$ cat config.mk
export PLATFORM = sky130hd
export DESIGN_NAME = io_bridge
export DESIGN_NICKNAME = d
export VERILOG_FILES = /design/src/rtl/io_bridge_pkg.sv /design/src/rtl/io_bridge_fifo.sv /design/src/rtl/io_bridge.sv
export SDC_FILE = /design/constraint.sdc
export NUM_CORES = 1
export LEC_CHECK = 0
export BUFFER_PORTS_ARGS = -buffer_cell sky130_fd_sc_hd__buf_4
export CAP_MARGIN = 20
export CORE_MARGIN = 2
export CORE_UTILIZATION = 59
export CTS_BUF_LIST = sky130_fd_sc_hd__clkbuf_2
export CTS_CLUSTER_SIZE = 12
export DETAILED_ROUTE_END_ITERATION = 10
export GPL_ROUTABILITY_DRIVEN = 1
export PLACE_DENSITY = 0.81
export SYNTH_ARGS = -nofsm -noshare
export SYNTH_HDL_FRONTEND = slang
export SYNTH_SLANG_ARGS = --single-unit
$ cat constraint.sdc
create_clock -name clk -period 3.6 [get_ports clk]
set_input_delay 0.18 -clock clk [delete_from_list [all_inputs] [get_ports clk]]
set_output_delay 0.18 -clock clk [all_outputs]
set_load 0.02 [all_outputs]
$ cat src/rtl/io_bridge_pkg.sv
// Shared constants for the processor I/O bridge: bus widths and strobe position.
package io_bridge_pkg;

  localparam int IO_DATA_W     = 16;
  localparam int IO_STROBE_BIT = 16;
  localparam int IO_OUT_W      = 17;

  // A write is the rising edge of the strobe, never its level.
  function automatic logic is_write_event(input logic strobe, input logic strobe_q);
    return strobe & ~strobe_q;
  endfunction

endpackage

$ cat src/rtl/io_bridge_fifo.sv
// First-word-fall-through FIFO with wrap-bit pointers; contents are not reset,
// only the pointers are.
module io_bridge_fifo #(
  parameter int DEPTH = 8,
  parameter int WIDTH = 16
) (
  input  logic             clk,
  input  logic             rst_n,
  input  logic             i_push,
  input  logic             i_pop,
  input  logic [WIDTH-1:0] i_data,
  output logic [WIDTH-1:0] o_data,
  output logic             o_full,
  output logic             o_empty
);

  localparam int AW = $clog2(DEPTH);
  localparam logic [AW:0] PTR_ONE = {{AW{1'b0}}, 1'b1};

  logic [AW:0]      r_wr_ptr;
  logic [AW:0]      r_rd_ptr;
  logic [WIDTH-1:0] r_mem [DEPTH];

  always_ff @(posedge clk or negedge rst_n) begin
    if (!rst_n) begin
      r_wr_ptr <= '0;
      r_rd_ptr <= '0;
    end else begin
      if (i_push) r_wr_ptr <= r_wr_ptr + PTR_ONE;
      if (i_pop)  r_rd_ptr <= r_rd_ptr + PTR_ONE;
    end
  end

  // When full, a same-cycle push and pop share one slot: the old word is read
  // out combinationally this cycle and overwritten at the edge.
  always_ff @(posedge clk) begin
    if (i_push) r_mem[r_wr_ptr[AW-1:0]] <= i_data;
  end

  assign o_data  = r_mem[r_rd_ptr[AW-1:0]];
  assign o_empty = (r_wr_ptr == r_rd_ptr);
  assign o_full  = (r_wr_ptr[AW] != r_rd_ptr[AW]) &&
                   (r_wr_ptr[AW-1:0] == r_rd_ptr[AW-1:0]);

endmodule

$ cat src/rtl/io_bridge.sv
// Host-side endpoint for the processor's 16-bit I/O port: queues strobed writes,
// holds a host word for ioIn. Optional drop counter: IO_BRIDGE_DROP_CNT_EN.
module io_bridge
  import io_bridge_pkg::*;
#(
  parameter int DEPTH = 8,
  parameter int CNT_W = 8
) (
  input  logic                clk,
  input  logic                Reset,
  input  logic [IO_OUT_W-1:0]  proc_out,
  output logic [IO_DATA_W-1:0] proc_in,
  output logic [IO_DATA_W-1:0] out_data,
  output logic                out_valid,
  input  logic                out_ready,
  input  logic [IO_DATA_W-1:0] in_data,
  input  logic                in_valid,
  output logic                in_ready,
  output logic                ovf,
  input  logic                ovf_clr,
  output logic [CNT_W-1:0]    drop_cnt
);

  logic                 r_strb_q;
  logic [IO_DATA_W-1:0] r_proc_in;
  logic                 r_in_ready;
  logic                 r_ovf;
  logic                 w_event;
  logic                 w_full;
  logic                 w_empty;
  logic                 w_pop;
  logic                 w_push;
  logic                 w_drop;

  // Handshakes: a word transfers on a rising clk edge where valid & ready are
  // both 1; valid never depends on ready, and ready with valid low does nothing.
  assign w_event = is_write_event(proc_out[IO_STROBE_BIT], r_strb_q);
  assign w_pop   = ~w_empty & out_ready;
  assign w_push  = w_event & (~w_full | w_pop);
  assign w_drop  = w_event & w_full & ~w_pop;

  io_bridge_fifo #(
    .DEPTH (DEPTH),
    .WIDTH (IO_DATA_W)
  ) u_fifo (
    .clk     (clk),
    .rst_n   (Reset),
    .i_push  (w_push),
    .i_pop   (w_pop),
    .i_data  (proc_out[IO_DATA_W-1:0]),
    .o_data  (out_data),
    .o_full  (w_full),
    .o_empty (w_empty)
  );

  always_ff @(posedge clk or negedge Reset) begin
    if (!Reset) begin
      r_strb_q   <= 1'b0;
      r_proc_in  <= '0;
      r_in_ready <= 1'b0;
      r_ovf      <= 1'b0;
    end else begin
      r_strb_q   <= proc_out[IO_STROBE_BIT];
      r_in_ready <= 1'b1;
      if (in_valid && r_in_ready) r_proc_in <= in_data;
      if (ovf_clr)     r_ovf <= 1'b0;
      else if (w_drop) r_ovf <= 1'b1;
    end
  end

`ifdef IO_BRIDGE_DROP_CNT_EN
  logic [CNT_W-1:0] r_drop_cnt;

  // Clear wins over a same-cycle drop; the count saturates at all-ones.
  always_ff @(posedge clk or negedge Reset) begin
    if (!Reset) begin
      r_drop_cnt <= '0;
    end else if (ovf_clr) begin
      r_drop_cnt <= '0;
    end else if (w_drop && (r_drop_cnt != {CNT_W{1'b1}})) begin
      r_drop_cnt <= r_drop_cnt + {{(CNT_W-1){1'b0}}, 1'b1};
    end
  end

  assign drop_cnt = r_drop_cnt;
`else
  assign drop_cnt = '0;
`endif

  assign proc_in   = r_proc_in;
  assign in_ready  = r_in_ready;
  assign ovf       = r_ovf;
  assign out_valid = ~w_empty;

endmodule

Word-level counts from Yosys, hierarchy flattened:

Memory sizes are Yosys's and may differ from the RTL's.
Index checks and enable logic that the tools add are counted.

* logic and storage cells: 29
* input port bits: 38
* output and inout port bits: 43
* memories kept: 1
* bits in writable memories: 128
* flip-flop bits (word level): 27

* bitwise logic cells: 10
* eq/ne operators: 3
* add/sub/neg operators: 2
* multiplexer cells: 4
* reductions and logical operators: 3

Memory list
* u_fifo.r_mem: words 8, width 16, rd ports 1, clocked after memory_dff 0, wr ports 1, line io_bridge_fifo.sv:22 `logic [WIDTH-1:0] r_mem [DEPTH];`

Operators by type and width (number)
* adder 4 x 1 -> 4 bit (second input constant): 2
* AND 1 bit: 5
* == test 4 bit: 1
* two-way mux 1 bit: 4
* NOT 1 bit: 4
* == test 3 bit: 1
* logical AND 1 bit: 2
* nonzero test 2 bit: 1
* != test 1 bit: 1
* OR 1 bit: 1

Longest topological paths before layout:

Gate-level depths: netlist of run 1.

* depth after elaboration: 7
* mapped depth: 5
* depth with buffers taken out: 4

By module:

Synthesis of run 1 repeated with hierarchy kept, for this count alone.

* cells, all modules: 283
* area total of the unflattened synthesis: 6169.7 µm²

By module, submodules not included
* io_bridge_fifo: area an instance 5346.4 µm², instances 1, cells each 229, sequential area each 4043.9 µm²
* io_bridge: area an instance 823.3 µm², instances 1, cells each 54, sequential area each 475.5 µm²

Worst setup path after synthesis of run 1:

No wires, ideal clock.

* path kind: reg-to-reg
* start: reg u_fifo.r_wr_ptr[1]
* end: mem u_fifo.r_mem[0][0] (enable)
* setup slack: 1.097 ns
* data required time: 3.191 ns
* library setup time: 0.409 ns
* path buffers: 1
* stages on the path, launching flop included: 6
* arrival: 2.094 ns
* clock period less this slack: 2.503 ns
* cells stage by stage: dfrtp_1 > buf_2 > xnor2_1 > nand4_2 > o211ai_1 > nor3_1

* cells in the longest elaborated chain, start to end: 7
* elaborated cells between the ends (all ways): 10
* those cells by class: eq/ne (2); mux (2); bitwise (5); reduce/logical (1)

Ends and longest elaborated chain
* start: declaration: line io_bridge_fifo.sv:20 `logic [AW:0] r_wr_ptr;`
* start signal: assignment: line io_bridge_fifo.sv:29 `if (i_push) r_wr_ptr <= r_wr_ptr + PTR_ONE;`
* == test 4 bit / == test 3 bit (equally long branches): line io_bridge_fifo.sv:41, io_bridge_fifo.sv:43
* NOT 1 bit / logical AND 1 bit (equally long branches): line io_bridge.sv:38, io_bridge_fifo.sv:42
* AND 1 bit / NOT 1 bit (equally long branches): line io_bridge.sv:38, io_bridge.sv:39
* OR 1 bit: line io_bridge.sv:39 `assign w_push = w_event & (~w_full | w_pop);`
* AND 1 bit: line io_bridge.sv:39
* two-way mux 1 bit: line io_bridge_fifo.sv:37 `if (i_push) r_mem[r_wr_ptr[AW-1:0]] <= i_data;`
* two-way mux 1 bit (implied by the code): line io_bridge_fifo.sv:37
* end: declaration: line io_bridge_fifo.sv:22

Parallel ways exist; a longest one is shown, timed or not.

Worst setup path after layout of run 1:

* start: reg u_fifo.r_rd_ptr[0]
* end: out out_data[10]

* cells in the longest elaborated chain, start to end: 1

Ends and longest elaborated chain
* start: declaration: line io_bridge_fifo.sv:21 `logic [AW:0] r_rd_ptr;`
* start signal: assignment: line io_bridge_fifo.sv:30 `if (i_pop) r_rd_ptr <= r_rd_ptr + PTR_ONE;`
* memory read (8 x 16 bit)
* end: declaration: line io_bridge.sv:13 `output logic [IO_DATA_W-1:0] out_data,`

Every way passes these cells.

==> metrics.md, run 1 <==
| Metric | Value |
|---|---|
| Status | complete, no violations |
| Crit path kind | reg2out |
| Ys Warns | 0 |
| Final hold vios | 0 |
| Pre-antenna DRT Iters | 4 |
| Core area | approximately 0.010 sq mm |
| CP bufs+invs | 2 |
| N_diodes | 0 |
| Critical Path RT | approximately 3400 ps |
| H-tree depth | 4 |
| Top cell family by delay on the critical path | multiplexers |
| Largest cells by area after synthesis | edfxtp_1 (62%), dfrtp_1 (11%), mux4_1 (7.2%) |
| Post-synth top area share | between 60% and 70% |
| Slowest cell on crit path | mux4_1 |
| Initial core utilization | 60.4% |
| Initial antenna violation count | 0 |
| CP Launch Type | register |
| Post-Synthesis Cells | approximately 290 |
| Finished Layout Cells | between 500 and 600 |
| Placed insts | 496 |
| Net Sw Power | 1.58 mW |
| Sw frac | between 30 and 40% |
| Via count of the first global-routing pass | 3,327 |
| Final Util | around 73% |
| Internal cell power | between 3 and 4 mW |
| Routability-driven placement congestion ratio | roughly 0.80 |
| Pwr dens | between 600 and 700 mW/mm^2 |
| Headroom to the max-slew limit | 45.7% |
| Static Leak | approximately 2.8 nW |
| Clk buf depth | 2 |
| Post-synth top flop | edfxtp_1 |
| Die H | 106 microns |
| Vias | 3,183 |
| Largest net degree at the start of global routing | 36 |
| Hold buffers post-CTS | 39 |
| Max cap viols | 0 |
| Tcrit/Tclk final | 80.0% |
| Crit-path most repeated cell | buf_4 |
| Cell taking the most area after synthesis | edfxtp_1 |
| Share of cells above drive strength 1 | 39.2% |
| Worst-path clk slew | between 150 and 200 ps |
| Worst min-delay path class | in2reg |
| Cell Rows | 37 |
| Detailed router's first-iteration violation count | 200 |
| RSZ-0062 raised after global routing | no |
| Antenna Nets Post-Route | 0 |
| Critical path arrival | approximately 2700 ps |
| Slowest stage delay, CP | between 600 and 700 ps |
| TNS Setup | 0 ps |
| Critical-path cell list | buf_4 > mux4_1 > mux2_2 > buf_4 |
| Setup violators final | 0 |
| Sequential share of power | between 40% and 50% |
| Resize count post-CTS | 0 |
| Total wire length | 11.5 mm |
| Hpwl dp | around 6.4 mm |
| Overall routing resource usage | between 20% and 30% |
| Clock network fraction of design power | between 15 and 20% |
| Fillers | 602 |
| CTS sink count | between 150 and 200 |
| Max-slew violations | 0 |
| Clk Tree Root Cell | clkbuf_2 |
| Post-Syn Area | 0.00617 sq mm |
| Synth Register Bits | approximately 160 |
| Post-synth EDFFs | 128 |
| CTS tree | built |
| Final Power | about 5.1 mW |
| Drt drc | 0 |
| Routed WL per cell | 20.2 microns |
| Die width | between 100 and 150 microns |
| Max Clk Rate | 347 MHz |
| GRT overflow | 0 |
| Setup bufs post-CTS | 0 |
| Peak supply drop | 0.000368 V |
| Seq/Total Area, Yosys | roughly 73% |
| Num ports | 81 |
| I/O Buffers | around 70 |
| Latest clock arrival within the worst-skew pair | between 600 and 700 ps |
| CP endpoint kind | output pin |
| FFs w/ async S/R, synth | between 10% and 20% |
| Syn_area_per_cell | between 20 and 25 sq um |
| Combinational power share | 36.0% |
| Synth cell types | 33 |
| Num CTS Buffers | 17 |
| DR vias/cell | around 5.6 |
| Worst Max-Slew Pin Slew | approximately 800 ps |
| First-pass GRT wire length | approximately 18 mm |
| Worst Path Max Fanout | 35 |
| Number of nets in the layout | 458 |
| Synth-to-Final Area Change | 21.5% |
| Final min period | approximately 2900 ps |
| Clock Skews | ~31 ps |
| Die Area | roughly 0.011 sq mm |
## sequential cells by signal (all words and copies together), names as in the netlist
signal and cells:
r_strb_q 1, u_fifo.r_mem 128, in_ready 1, ovf 1, u_fifo.r_rd_ptr 4, u_fifo.r_wr_ptr 4, proc_in 16
## worst paths after layout
path,from,endpoint,slack [ps],cells after the start
min,proc_out[16],r_strb_q,160,2
max in group asynchronous,Reset,u_fifo.r_rd_ptr[0],2930,4
min in group asynchronous,Reset,proc_in[13],480,4
max,u_fifo.r_rd_ptr[0],out_data[10],720,4
min reg2reg,proc_in[15],proc_in[15],530,1
max reg2reg,u_fifo.r_rd_ptr[3],u_fifo.r_mem[6][3],1080,4
## through the flow
| step | setup slack (ps) | area (sq um) | hold slack, ps |
|---|---|---|---|
| 3_5_place_dp | 1170 | 6850 | 116 |
| 5_1_grt | 525 | 7500 | 77.3 |
| 4_1_cts | 615 | 7500 | 90.1 |
| 6_report | 721 | 7500 | 164 |
| 2_1_floorplan | 1100 | 6200 | -116 |
| 3_3_place_gp | 1270 | 6850 | 105 |
## layout make-up
| type | count | area [sq um] | area share [%] |
|---|---|---|---|
| sequential | 155 | 4520 | 60.2 |
| multi-input combinational | 120 | 1530 | 20.3 |
| timing repair buffer | 122 | 1020 | 13.6 |
| tap | 136 | 170 | 2.27 |
| clock inverter | 11 | 151 | 2.02 |
| clock buffer | 21 | 105 | 1.40 |
| inverter | 2 | 7.51 | 0.100 |
## placed cells by master, fill, tap and decap left out, types with 4 or more instances in the layout
cell           Yosys  final
edfxtp_1         128    128
buf_4              8     83
dlygate4sd3_1      0     38
mux2_2            33     33
dfrtp_1           27     26
clkbuf_2           0     21
mux4_1            17     17
mux4_2            15     15
conb_1             2      9
xnor2_1            8      8
nor2_1             7      7
nand2_1            4      4
o211ai_1           4      4
clkinv_2           0      4
bufinv_16          0      4
## metal layers
layer	GRT usage, %	vias to the layer above	wire length (microns)
met5	0	-	0
met4	6.86	0	87
met3	6.01	9	725
met2	35.6	131	5820
met1	29.6	1620	4830
li1	-	1423	-
## kinds of logic (layout without fill, tap and decap cells)
| family | count (synthesis) | in the layout | synth area share (%) |
|---|---|---|---|
| compound gates | 11 | 11 | 1.32 |
| xor+xnor | 9 | 9 | 1.28 |
| fa+ha+maj | 2 | 2 | 0.405 |
| buf+inv | 23 | 156 | 2.70 |
| flops | 155 | 155 | 73.2 |
| mux | 67 | 67 | 19.1 |
| other cells | 2 | 9 | 0.122 |
| simple gates | 22 | 22 | 1.86 |
## power by group through the flow
stage / Combinational, mW / Sequential (mW) / Clock (mW)
after global routing: 1.95 / 2.26 / 1.10
after CTS: 1.85 / 2.24 / 1.03
after floorplan: 1.28 / 2.27 / 0
after detailed placement: 1.80 / 2.28 / 0
final: 1.83 / 2.24 / 1.00
after global placement: 1.76 / 2.26 / 0
## synth_stat cells (3+ instances only)
library cell and count:
xnor2_1 8, buf_2 4, clkbuf_1 3, dfrtp_1 27
mux4_1 17, o211ai_1 4, buf_4 8, mux4_2 15
nand2_1 4, edfxtp_1 128, buf_6 6, nor2_1 7
mux2_2 33
Power figures use the tool's default switching activity.
==> run 2: changes to the inputs <==
--- a/config.mk
+++ b/config.mk
@@ -8,12 +8,12 @@
 export BUFFER_PORTS_ARGS = -buffer_cell sky130_fd_sc_hd__buf_4
 export CAP_MARGIN = 20
 export CORE_MARGIN = 2
-export CORE_UTILIZATION = 59
+export CORE_UTILIZATION = 54
 export CTS_BUF_LIST = sky130_fd_sc_hd__clkbuf_2
 export CTS_CLUSTER_SIZE = 12
 export DETAILED_ROUTE_END_ITERATION = 10
 export GPL_ROUTABILITY_DRIVEN = 1
-export PLACE_DENSITY = 0.81
+export PLACE_DENSITY = 0.78
 export SYNTH_ARGS = -nofsm -noshare
 export SYNTH_HDL_FRONTEND = slang
 export SYNTH_SLANG_ARGS = --single-unit
==> constraint.sdc (replaced) <==
create_clock -name clk -period 2.6 [get_ports clk]
set_input_delay 0.13 -clock clk [delete_from_list [all_inputs] [get_ports clk]]
set_output_delay 0.13 -clock clk [all_outputs]
set_load 0.02 [all_outputs]
==> run 2 against run 1 <==
- sequential power increased by 39%
- sequential share of layout area decreased by 2.1 points
- final cell count increased by 2.8%
- wire length increased by 9.0%
- largest power group is now combinational logic
==> metrics.md, run 2 (synthesized netlist as in run 1, its figures left out) <==
| Metric | Value |
|---|---|
| First-pass GRT wire length | 17.9 mm (-0.23%) |
| GR met2 Demand/Resource | 32.1% (-3.6 points) |
| Latest clock arrival within the worst-skew pair | 700 ps (+20 ps) |
| Headroom to the max-slew limit | 57.9% (+12 points) |
| Num ports | 81 (unchanged) |
| Max-slew violations | 0 (unchanged) |
| Critical path arrival | 2370 ps (-330 ps) |
| Antenna Nets Post-Route | 0 (unchanged) |
| Number of flip-flops in the largest register | 128 (unchanged) |
| Worst Max-Slew Pin Slew | 628 ps (-183 ps) |
| Vias | 3,254 (+2.2%) |
| H-tree depth | 4 (unchanged) |
| Worst-path clk slew | 200 ps (+20 ps) |
| Initial antenna violation count | 0 (unchanged) |
| Final hold vios | 0 (unchanged) |
| DR vias/cell | 5.58 (-0.58%) |
| Max Clk Rate | 399 MHz |
| Max cap viols | 0 (unchanged) |
| Setup violators final | 0 (unchanged) |
| Slowest cell on crit path | mux4_2 |
| Fillers | 694 (+15%) |
| CTS sink count | 155 (unchanged) |
| Routability-driven placement congestion ratio | 0.811 (+1.3%) |
| I/O Buffers | 72 (unchanged) |
| Met3 GRT Util | 5.69% (-0.32 points) |
| Crit path kind | reg2out |
| Die H | 111 microns (+4.4%) |
| Placed Area | 0.00686 sq mm (+0.18%) |
| Worst min-delay path class | in2reg |
| Gr busiest metal | met2 |
| Tcrit/Tclk final | between 90% and 100% |
| Total wire length | 12.5 mm (+9.0%) |
| Synth-to-Final Area Change | 25.9% |
| RSZ-0062 raised after global routing | yes |
| Clk Tree Root Cell | clkbuf_2 |
| Pre-antenna DRT Iters | 4 (unchanged) |
| N_diodes | 0 (unchanged) |
| Routed WL per cell | 21.4 microns (+6.0%) |
| Final min period | ~2500 ps |
| Drt drc | 0 (unchanged) |
| Critical Path RT | 2470 ps (-950 ps) |
| Fin area | 0.00777 sq mm (+3.6%) |
| CTS tree | built |
| Num CTS Buffers | 17 (unchanged) |
| Hpwl dp | 6.84 mm (+7.6%) |
| Largest net degree at the start of global routing | 36 (unchanged) |
| Die width | 111 microns (+4.4%) |
| CP Launch Type | register |
| Initial core utilization | 54.8% (-5.6 points) |
| Number of nets in the layout | 467 (+2.0%) |
| Peak supply drop | 0.000710 V (+93%) |
| Final Util | 69.0% (-4.4 points) |
| Pre-CTS WS | 305 ps (-860 ps) |
| Slowest stage delay, CP | 520 ps (-130 ps) |
| Commonest non-fill, non-tap cell in the layout | edfxtp_1 |
| Via count of the first global-routing pass | 3,211 (-3.5%) |
| GRT overflow | 0 (unchanged) |
| Final setup margin | 95.9 ps (-625 ps) |
| Worst Path Max Fanout | 8 (-77%) |
| Share of cells above drive strength 1 | 44.3% (+5.1 points) |
| Clock Skews | 23.5 ps (-7.03 ps) |
| Met1 Use GR | 26.1% (-3.5 points) |
| Detailed router's first-iteration violation count | 249 (+25%) |
| Critical-path cell list | buf_12 > clkbuf_16 > mux4_2 > mux2_4 > buf_6 |
| TNS Setup | 0 ps (unchanged) |
| Static Leak | 2.85 nW (+3.0%) |
| CP endpoint kind | output pin |
| Commonest non-fill, non-tap cells in the layout | edfxtp_1 (128), buf_4 (66), dlygate4sd3_1 (38), mux4_2 (31), dfrtp_1 (26) |
| Overall routing resource usage | 19.9% (-2.1 points) |
| Die Area | 0.0123 sq mm (+8.9%) |
| Cell Rows | 39 (+5.4%) |
| Clk buf depth | 2 (unchanged) |
| Core area | 0.0113 sq mm (+10%) |
| Pwr dens | 1000 mW/mm^2 (+48%) |
| Status | complete, no violations |
## run 2: cell count changes in the layout (fill, tap and decap cells not counted), moves of 4 or more
cell	previous run	this run
mux4_2	15	31
clkinvlp_4	0	5
clkbuf_2	21	17
buf_4	83	66
mux2_4	1	16
clkbuf_16	0	4
mux2_2	33	18
buf_6	0	18
mux4_1	17	1
clkinv_2	4	0
## run 2: per-layer routing
metal  part of all wire [%]  vias up  routed length, microns
li1                       -     1432                       -
met1                     41     1640                    5170
met4                    2.2        0                     272
met3                    6.2       19                     774
met5                      0        -                       0
met2                     50      163                    6280
## run 2: per-stage QoR
step           std cells  power (mW)  hold slack (ps)
2_1_floorplan        298        4.92             -166
3_3_place_gp         503        5.64             57.3
3_5_place_dp         503        5.68             66.8
4_1_cts              575        7.21             59.1
5_1_grt              583        8.13             66.8
6_report             583        7.79              119
## run 2: worst paths after layout
| check | from | to | slack, ps | cells past startpoint |
|---|---|---|---|---|
| max | u_fifo.r_rd_ptr[0] | out_data[13] | 100 | 5 |
| min | proc_out[16] | r_strb_q | 120 | 2 |
| max reg2reg | u_fifo.r_rd_ptr[0] | u_fifo.r_mem[0][2] | 310 | 6 |
| min reg2reg | proc_in[4] | proc_in[4] | 540 | 1 |
| max in group asynchronous | Reset | u_fifo.r_wr_ptr[1] | 2000 | 4 |
| min in group asynchronous | Reset | proc_in[14] | 420 | 4 |
## run 2: cell type report
class	instances	area, sq um	share of cell area [%]
clock buffers	17	85.1	1.09
clock inverters	15	174	2.24
inverters	2	7.51	0.0966
multi-input cells	120	1530	19.6
flip-flops and latches	155	4520	58.2
well taps	143	179	2.30
repair buffers	131	1280	16.5
## run 2: power by group
| part | internal (mW) | switching, mW |
|---|---|---|
| clock network | 0.533 | 0.830 |
| logic | 1.79 | 1.51 |
| registers | 2.96 | 0.166 |
## run 2: critical path: cells and delay by family (launching register included)
family | cells | cell delay (ps)
flip-flops | 1 | 420
multiplexers | 2 | 810
buffers and inverters | 3 | 450
## run 2: what timing repair did
| action | in CTS | in global routing |
|---|---|---|
| setup endpoints to repair | 16 | 16 |
| hold endpoints to repair | 180 | 0 |
| setup buffers | 0 | 2 |
| resized for setup | 8 | 45 |
| hold buffers | 39 | 0 |
| cloned | 1 | 5 |
